==> config.mk <==
export PLATFORM = sky130hd
export DESIGN_NAME = sipo_rx
export DESIGN_NICKNAME = d
export VERILOG_FILES = /design/src/rtl/sipo_pkg.sv /design/src/rtl/sipo_out_stage.sv /design/src/rtl/sipo_rx.sv
export SDC_FILE = /design/constraint.sdc
export NUM_CORES = 1
export LEC_CHECK = 0
export ABC_AREA = 1
export CAP_MARGIN = 0
export CORE_MARGIN = 5
export CORE_UTILIZATION = 45
export DETAILED_ROUTE_END_ITERATION = 8
export PLACE_DENSITY = 0.72
export SYNTH_ARGS = -nofsm -noshare
export SYNTH_HDL_FRONTEND = slang
export SYNTH_SLANG_ARGS = --single-unit
==> constraint.sdc <==
create_clock -name clk -period 1.73 [get_ports clk]
set_input_delay 0.4325 -clock clk [delete_from_list [all_inputs] [get_ports clk]]
set_output_delay 0.4325 -clock clk [all_outputs]
set_load 0.005 [all_outputs]
==> src/rtl/sipo_pkg.sv <==
// Shared types and helpers for the serial-in/parallel-out receiver.
package sipo_pkg;

    // Receive FSM: IDLE waits for a frame start, RECV is collecting bits of a word.
    typedef enum logic {
        IDLE = 1'b0,
        RECV = 1'b1
    } rx_state_t;

    // Width of the bit counter needed to index WIDTH bits.
    function automatic int cnt_w(input int width);
        return $clog2(width);
    endfunction

endpackage

==> src/rtl/sipo_out_stage.sv <==
// One-word output holding register with a valid/ready handshake.
// A word arriving while the held word is still unaccepted is dropped and
// reported with a single-cycle overrun pulse.
module sipo_out_stage #(
    parameter int WIDTH = 16
) (
    input  logic             clk,
    input  logic             rst,
    input  logic [WIDTH-1:0] word,
    input  logic             word_done,
    input  logic             pout_ready,
    output logic [WIDTH-1:0] pout,
    output logic             pout_valid,
    output logic             overrun
);

    logic accept;

    // The buffer can take a new word when empty or when it is being emptied this cycle.
    always_comb begin
        accept = !pout_valid || pout_ready;
    end

    // Load, release or hold the output word; flag dropped words.
    always_ff @(posedge clk or negedge rst) begin
        if (!rst) begin
            pout       <= '0;
            pout_valid <= 1'b0;
            overrun    <= 1'b0;
        end else begin
            overrun <= 1'b0;
            if (word_done) begin
                if (accept) begin
                    pout       <= word;
                    pout_valid <= 1'b1;
                end else begin
                    overrun <= 1'b1;
                end
            end else if (pout_valid && pout_ready) begin
                pout_valid <= 1'b0;
            end
        end
    end

endmodule

==> src/rtl/sipo_rx.sv <==
// Serial-in/parallel-out receiver: frames a bit-enabled serial stream into
// WIDTH-bit words and hands them to a one-word valid/ready output buffer.
module sipo_rx
    import sipo_pkg::*;
#(
    parameter int WIDTH      = 16,
    parameter int MSB_FIRST  = 1,
    parameter int CONTINUOUS = 0
) (
    input  logic             clk,
    input  logic             rst,
    input  logic             sin,
    input  logic             sin_en,
    input  logic             frame_start,
    output logic [WIDTH-1:0] pout,
    output logic             pout_valid,
    input  logic             pout_ready,
    output logic             busy,
    output logic             overrun
);

    localparam int            CW   = cnt_w(WIDTH);
    localparam logic [CW-1:0] LAST = CW'(WIDTH - 1);

    rx_state_t        state;
    logic [CW-1:0]    cnt;
    logic [WIDTH-1:0] sreg;
    logic [WIDTH-1:0] shift_src;
    logic [WIDTH-1:0] shifted;
    logic             word_done;

    // Next shift-register value; a frame start shifts into a cleared register so
    // the discarded partial word never leaks into the realigned one.
    always_comb begin
        shift_src = frame_start ? '0 : sreg;
        if (MSB_FIRST != 0) begin
            shifted = {shift_src[WIDTH-2:0], sin};
        end else begin
            shifted = {sin, shift_src[WIDTH-1:1]};
        end
        // Realignment on the completion edge wins over completing the word.
        word_done = (state == RECV) && sin_en && !frame_start && (cnt == LAST);
    end

    // Receive FSM with the shift register and bit counter.
    always_ff @(posedge clk or negedge rst) begin
        if (!rst) begin
            state <= IDLE;
            cnt   <= '0;
            sreg  <= '0;
        end else begin
            if (frame_start) begin
                state <= RECV;
                if (sin_en) begin
                    sreg <= shifted;
                    cnt  <= CW'(1);
                end else begin
                    sreg <= '0;
                    cnt  <= '0;
                end
            end else if ((state == RECV) && sin_en) begin
                sreg <= shifted;
                if (cnt == LAST) begin
                    cnt <= '0;
                    if (CONTINUOUS == 0) begin
                        state <= IDLE;
                    end
                end else begin
                    cnt <= cnt + CW'(1);
                end
            end
        end
    end

    assign busy = (state == RECV);

    sipo_out_stage #(
        .WIDTH(WIDTH)
    ) u_out (
        .clk        (clk),
        .rst        (rst),
        .word       (shifted),
        .word_done  (word_done),
        .pout_ready (pout_ready),
        .pout       (pout),
        .pout_valid (pout_valid),
        .overrun    (overrun)
    );

endmodule

==> impl_metrics.tcl <==
set metrics [dict create \
    outcome "finished clean" \
    final.period_utilization_pct 95.1 \
    leakage_nw 1.01 \
    cap_violations 0 \
    synth_cell_types 19 \
    cellInternalPower_mw 1.25 \
    grt_max_degree 39 \
    fin_nets 227 \
    grt-ovfl-total 0 \
    dieArea_um2 5010 \
    power_frac_seq_pct 56.2 \
    grt_pass1_vias 1282 \
    cpPeakStageDelay_ps 520 \
    ant_nets 0 \
    drc 0 \
    routed_wl_um 3130 \
    setup_viol 0 \
    power_frac_comb_pct 5.9 \
    cp_top_family "buffers and inverters" \
    cp_max_fo 4 \
    skew_ps 5.88 \
    crit_chain "clkdlybuf4s50_1" \
    synth.avg_cell_area_um2 8.85 \
    synth_area_leader_cell "dfrtp_1" \
    grt_util_all_layers_pct 14.5 \
    maxSlewViolCount 0 \
    coreArea_um2 3630 \
    cts_setup_buffers 0 \
    p_per_area_nw_per_um2 773 \
    cts_inserted_buffers 5 \
    io_pins 25 \
    grt_pass1_wl_um 5770 \
    critPathArrivalTime_ps 1210 \
    rows 22 \
    cp.required_ps 1300 \
    cts-root-buf "clkbuf_8" \
    instances_no_fill 269 \
    dpl.cell_count 261 \
    initial_utilization_pct 45.8 \
    ctsHtreeMaxLevel 2 \
    startpoint_type "flop" \
    antenna_cells 0 \
    antenna_found_initial 0 \
    hp-class "in2async" \
    drive_above_1_share_pct 10.4 \
    die_w_um 70.8 \
    synth_edf_count 0 \
    post-place-ws_ps 24.8 \
    clock_latency_ps 290 \
    cts_tree "done" \
    p_switching_mw 0.355 \
    synthCells 188 \
    synthTopCellsByArea "dfrtp_1 (57%), nand2_1 (12%), nand3_1 (6.6%)" \
    fmax_mhz 608 \
    ctsHoldBuffers 0 \
    syn_nets 195 \
    yosysWarnings 0 \
    r2r_slack_ps 360 \
    syn_area_um2 1660 \
    dr.pass1.iters 4 \
    post-synth-top-count-cell "nand2_1" \
    path_clk_slew_ps 70 \
    setup_tns_ps 0 \
    clk_path_buf_depth 2 \
    num_vias 1267 \
    ir_drop_mv 0.429 \
    end_kind "output port" \
    yosys_register_bits 38 \
    min_period_ps 1640 \
    worst_pin_slew_ps 459 \
    gp_congestion 0.761 \
    dp_hpwl_um 2260 \
    io_buffer_count 24 \
    hold_violations 0 \
    slew_headroom_pct 69.4 \
    seq_area_frac_synth_pct 57.1 \
    cts_resized 0 \
    setup_ws_ps 85.3 \
    swShare_pct 22.0 \
    power.share.clock_pct 37.8 \
    cts.sinks 38 \
    critPathKind "reg2out" \
    rsz0062_at_grt "no" \
    crit_buf_inv 1 \
    synthTopCellsByCount "nand2_1 (55), dfrtp_1 (38), nand3_1 (22), nor2_1 (20), inv_1 (19)" \
    syn_to_final_growth_pct 25.2 \
    drt-initial-drc-count 104 \
    ys_async_sr_fraction_pct 100 \
    via_per_inst 4.71 \
    fillers 342 \
    synth_top_area_share_pct 57.1 \
    synth_top_flop_cell "dfrtp_1" \
    wl_per_cell_um 11.7 \
    final_util_pct 57.3 \
    die_y_um 70.8 \
    slowest_stage "clkdlybuf4s50_1" \
]
==> final cells by class <==
cell class	count	area (um2)	area share [%]
sequential	38	952	45.7
multi-input combinational	123	582	27.9
timing repair buffer	32	320	15.4
clock buffer	7	86.3	4.14
inverter	20	77.6	3.72
tap	48	60.1	2.88
clock inverter	1	5.00	0.240
==> worst paths after layout <==
path	from	cells past startpoint	to
setup reg to reg	cnt[0]$_DFFE_PN0P_	6	u_out.pout[12]$_DFFE_PN0P_
min in group clk	u_out.pout[15]$_DFFE_PN0P_	2	u_out.pout[15]$_DFFE_PN0P_
hold reg to reg	u_out.pout[15]$_DFFE_PN0P_	2	u_out.pout[15]$_DFFE_PN0P_
hold / removal	rst	2	sreg[5]$_DFFE_PN0P_
setup / recovery	busy$_DFFE_PN0P_	1	busy
max in group asynchronous	rst	2	busy$_DFFE_PN0P_
==> power groups by stage <==
stage	clock (mW)	combinational [mW]	sequential (mW)
floorplan	0	0.0466	0.921
global placement	0	0.0959	0.922
detailed placement	0	0.0975	0.922
CTS	0.631	0.0976	0.905
global route	0.663	0.110	0.906
finish	0.609	0.0952	0.905
==> stage by stage <==
step | instance area [um2] | hold WS [ps] | power (mW)
finish | 2080 | 180 | 1.61
detailed placement | 1990 | 457 | 1.02
CTS | 2080 | 188 | 1.63
floorplan | 1660 | 137 | 0.967
global route | 2080 | 233 | 1.68
global placement | 1990 | 453 | 1.02
==> layout by cell type (no fill, tap or decap) <==
| master | Yosys | layout |
|---|---|---|
| buf_12 | 0 | 2 |
| buf_2 | 0 | 1 |
| buf_4 | 1 | 6 |
| clkbuf_1 | 2 | 1 |
| clkbuf_8 | 0 | 6 |
| clkdlybuf4s50_1 | 0 | 23 |
| clkinv_2 | 0 | 1 |
| dfrtp_1 | 38 | 37 |
| dfrtp_2 | 0 | 1 |
| ha_1 | 1 | 1 |
| inv_1 | 19 | 19 |
| inv_4 | 1 | 1 |
| nand2_1 | 55 | 55 |
| nand2_2 | 1 | 1 |
| nand2_4 | 1 | 1 |
| nand3_1 | 22 | 22 |
| nand3_4 | 2 | 2 |
| nor2_1 | 20 | 20 |
| nor2_8 | 1 | 1 |
| nor3_1 | 1 | 1 |
| o21ai_0 | 17 | 17 |
| o22ai_1 | 1 | 1 |
| xnor2_1 | 1 | 1 |
==> logic make-up (layout without fill, tap and decap cells) <==
kind of cell               after synthesis  after routing  synth area share (%)
adders and majority gates                1              1                 0.752
buffers and inverters                   27             60                  7.89
DFF                                     38             38                  57.1
and+or+nand+nor                        103            103                  28.2
xor gates and xnor gates                 1              1                 0.526
AOI/OAI and AO/OA                       18             18                  5.49
==> sequential cells by signal, indices dropped and copies added, names as in the netlist <==
register and cells:
cnt 4, sreg 15, u_out.pout_valid 1, u_out.overrun 1, u_out.pout 16, busy 1
==> metal layers <==
layer	part of all wire [%]	up-vias	global-route usage (%)
li1	-	650	-
met1	45	590	18.1
met2	49	23	23.4
met3	4.3	4	4.26
met4	1.9	0	6.26
met5	0	-	0
Power figures use the tool's default switching activity.
==> RTL change, RTL diff (config.mk and constraints unchanged) <==
`WIDTH` is set to 16 in 2 places; all go to 32.
--- a/src/rtl/sipo_out_stage.sv
+++ b/src/rtl/sipo_out_stage.sv
@@ -2,7 +2,7 @@
 // A word arriving while the held word is still unaccepted is dropped and
 // reported with a single-cycle overrun pulse.
 module sipo_out_stage #(
-    parameter int WIDTH = 16
+    parameter int WIDTH = 32
 ) (
     input  logic             clk,
     input  logic             rst,
--- a/src/rtl/sipo_rx.sv
+++ b/src/rtl/sipo_rx.sv
@@ -3,7 +3,7 @@
 module sipo_rx
     import sipo_pkg::*;
 #(
-    parameter int WIDTH      = 16,
+    parameter int WIDTH      = 32,
     parameter int MSB_FIRST  = 1,
     parameter int CONTINUOUS = 0
 ) (
Interface: changed (resized pout); port bits go from 25 to 41. No check against the original RTL was run, so the function may have changed too.
==> RTL change against the original RTL <==
Maximum frequency down 1.3%. Cell area up 88%. Power up 92%. Wire length up 100%. Area after synthesis up 91%. Register-to-register slack worse by 0.21 ns. Sequential cell count up 33. Worst setup slack worse by 0.022 ns. Sequential power up 86%. First-iteration DRC count up 39%. Critical path depth unchanged.
==> RTL change: results (changes against the original RTL) <==
status -> finished, final reports clean
hold crit path type -> input port to asynchronous set/reset pin
post-synthesis cell type count -> 22 (+3)
router iterations before antenna repair -> 4 (unchanged)
VDD IR-drop max -> 0.000384 V (-11%)
placed cells -> 486 (+86%)
share of cells above drive strength 1 -> 0.143 (+0.0391)
Slew headroom -> 0.747 (+0.0527)
first-pass GRT wire length -> 11.4 mm (+97%)
hold_buf cts -> 0 (unchanged)
post-synthesis area per instance -> 8.95 sq um (+1.1%)
DP Wirelength -> 4.30 mm (+90%)
Setup Buffers After CTS -> 0 (unchanged)
Largest stage delay, worst path -> 0.52 ns (about the same)
Synth warnings -> 0 (unchanged)
wire per inst -> 12.6 microns (+8.5%)
Post-synth ARST share -> 1.00 (unchanged)
clock-pin slew on the worst setup and hold paths -> 0.08 ns
RePlAce Congestion -> 0.787 (+3.3%)
syn nets -> 363 (+86%)
largest cells by area after synthesis -> dfrtp_1 (56%), nand2_1 (13%), nand4_1 (6.3%)
initial antenna violation count -> 0 (unchanged)
vias -> 2450 (+93%)
Slowest-stage cell, CP -> clkdlybuf4s50_1
Layout Nets -> 409 (+80%)
Synth top cells by count -> nand2_1 (111), dfrtp_1 (71), inv_1 (36), nor2_1 (36), nand4_1 (32)
Seq/Total Area, Yosys -> 0.559 (-0.0124)
clock latency on the worst-skew pair -> 0.34 ns (+0.05 ns)
Largest regs -> u_out.pout x32, sreg x31, cnt x5
number of diodes -> 0 (unchanged)
delay-heaviest family, CP -> buffers and inverters
Root Buffer Master -> clkbuf_8
total CTS buffers -> 9 (+4)
Crit Path Max Fanout -> 2 (-2)
initial drt markers -> 145 (+39%)
Pleak -> 1.90 nW (+87%)
largest net degree at the start of global routing -> 72 (+85%)
Fin Clk Skew -> 0.00912 ns (+0.00324 ns)
clock tree buffer depth -> 2 (unchanged)
non-filler instance count after layout -> 501 (+86%)
I/O Buffers -> 40 (+67%)
H-tree Lvls -> 3 (+1)
Critical Path AT -> 1.23 ns (+0.02 ns)
All-Layer GR Usage -> 0.162 (+0.0171)
vias in the first global route -> 2407 (+88%)
[RTL change: changes by cell type after synthesis, sizes merged, moves of 2 or more]
cell,change
a21oi,+2
buf,+14
clkbuf,+3
dfrtp,+33
inv,+17
nand2,+55
nand3,-21
nand4,+32
nor2,+16
o21ai,+16
[RTL change: through the flow]
stage	TNS [ns]	instance area [sq um]	utilization	hold slack, ns	setup slack, ns
floorplan	0	3180	-	0.137	0.187
global placement	-0.196	3740	0.547	0.456	-0.0314
detailed placement	-0.821	3740	0.547	0.458	-0.0620
CTS	0	3910	0.573	0.114	0.0420
global route	0	3920	0.574	0.142	0.0198
finish	0	3920	0.574	0.0955	0.0629
[RTL change: power by group]
part	internal [mW]	switching, mW
registers	1.67	0.00762
logic	0.0567	0.116
clock network	0.654	0.590
total	2.38	0.714
[RTL change: kinds of logic (layout without fill, tap and decap cells)]
| group | Yosys count | in the layout | synth area share |
|---|---|---|---|
| simple gates | 185 | 185 | 0.257 |
| flops | 71 | 71 | 0.559 |
| fa+ha+maj | 2 | 2 | 0.00787 |
| compound gates | 36 | 36 | 0.0811 |
| buf+inv | 61 | 111 | 0.0949 |
[RTL change: cell type report]
cell class	count	area, sq um
Sequential cell	71	1780
Inverter	37	139
Fill cell	631	2910
Clock buffer	11	131
Multi-Input combinational cell	223	1100
Timing Repair Buffer	59	603
Clock inverter	4	47.5
Tap cell	96	120
[RTL change: worst paths after layout]
kind	cells past startpoint	endpoint	start	slack [ns]
max in group asynchronous	2	sreg[3]	rst	1.32
worst min-delay path	2	sreg[6]	rst	0.1
worst max register to register	7	cnt[0]	cnt[0]	0.15
min in group clk	2	u_out.pout[16]	u_out.pout[16]	0.47
worst max-delay path	1	pout[30]	u_out.pout[30]	0.06
worst min register to register	2	u_out.pout[16]	u_out.pout[16]	0.47
[RTL change: timing repair]
item / CTS / global route
gates resized for setup: 1 / 2
cloned: 0 / 0
endpoints found under the setup margin: 1 / 20
[RTL change: metal layers]
metal  part of all wire  global-route usage  vias to the layer above
met4              0.010              0.0517                        0
met5                  0                   0                        -
met1               0.49               0.226                     1165
met2               0.46               0.249                       57
li1                   -                   -                     1218
met3              0.042              0.0401                       10
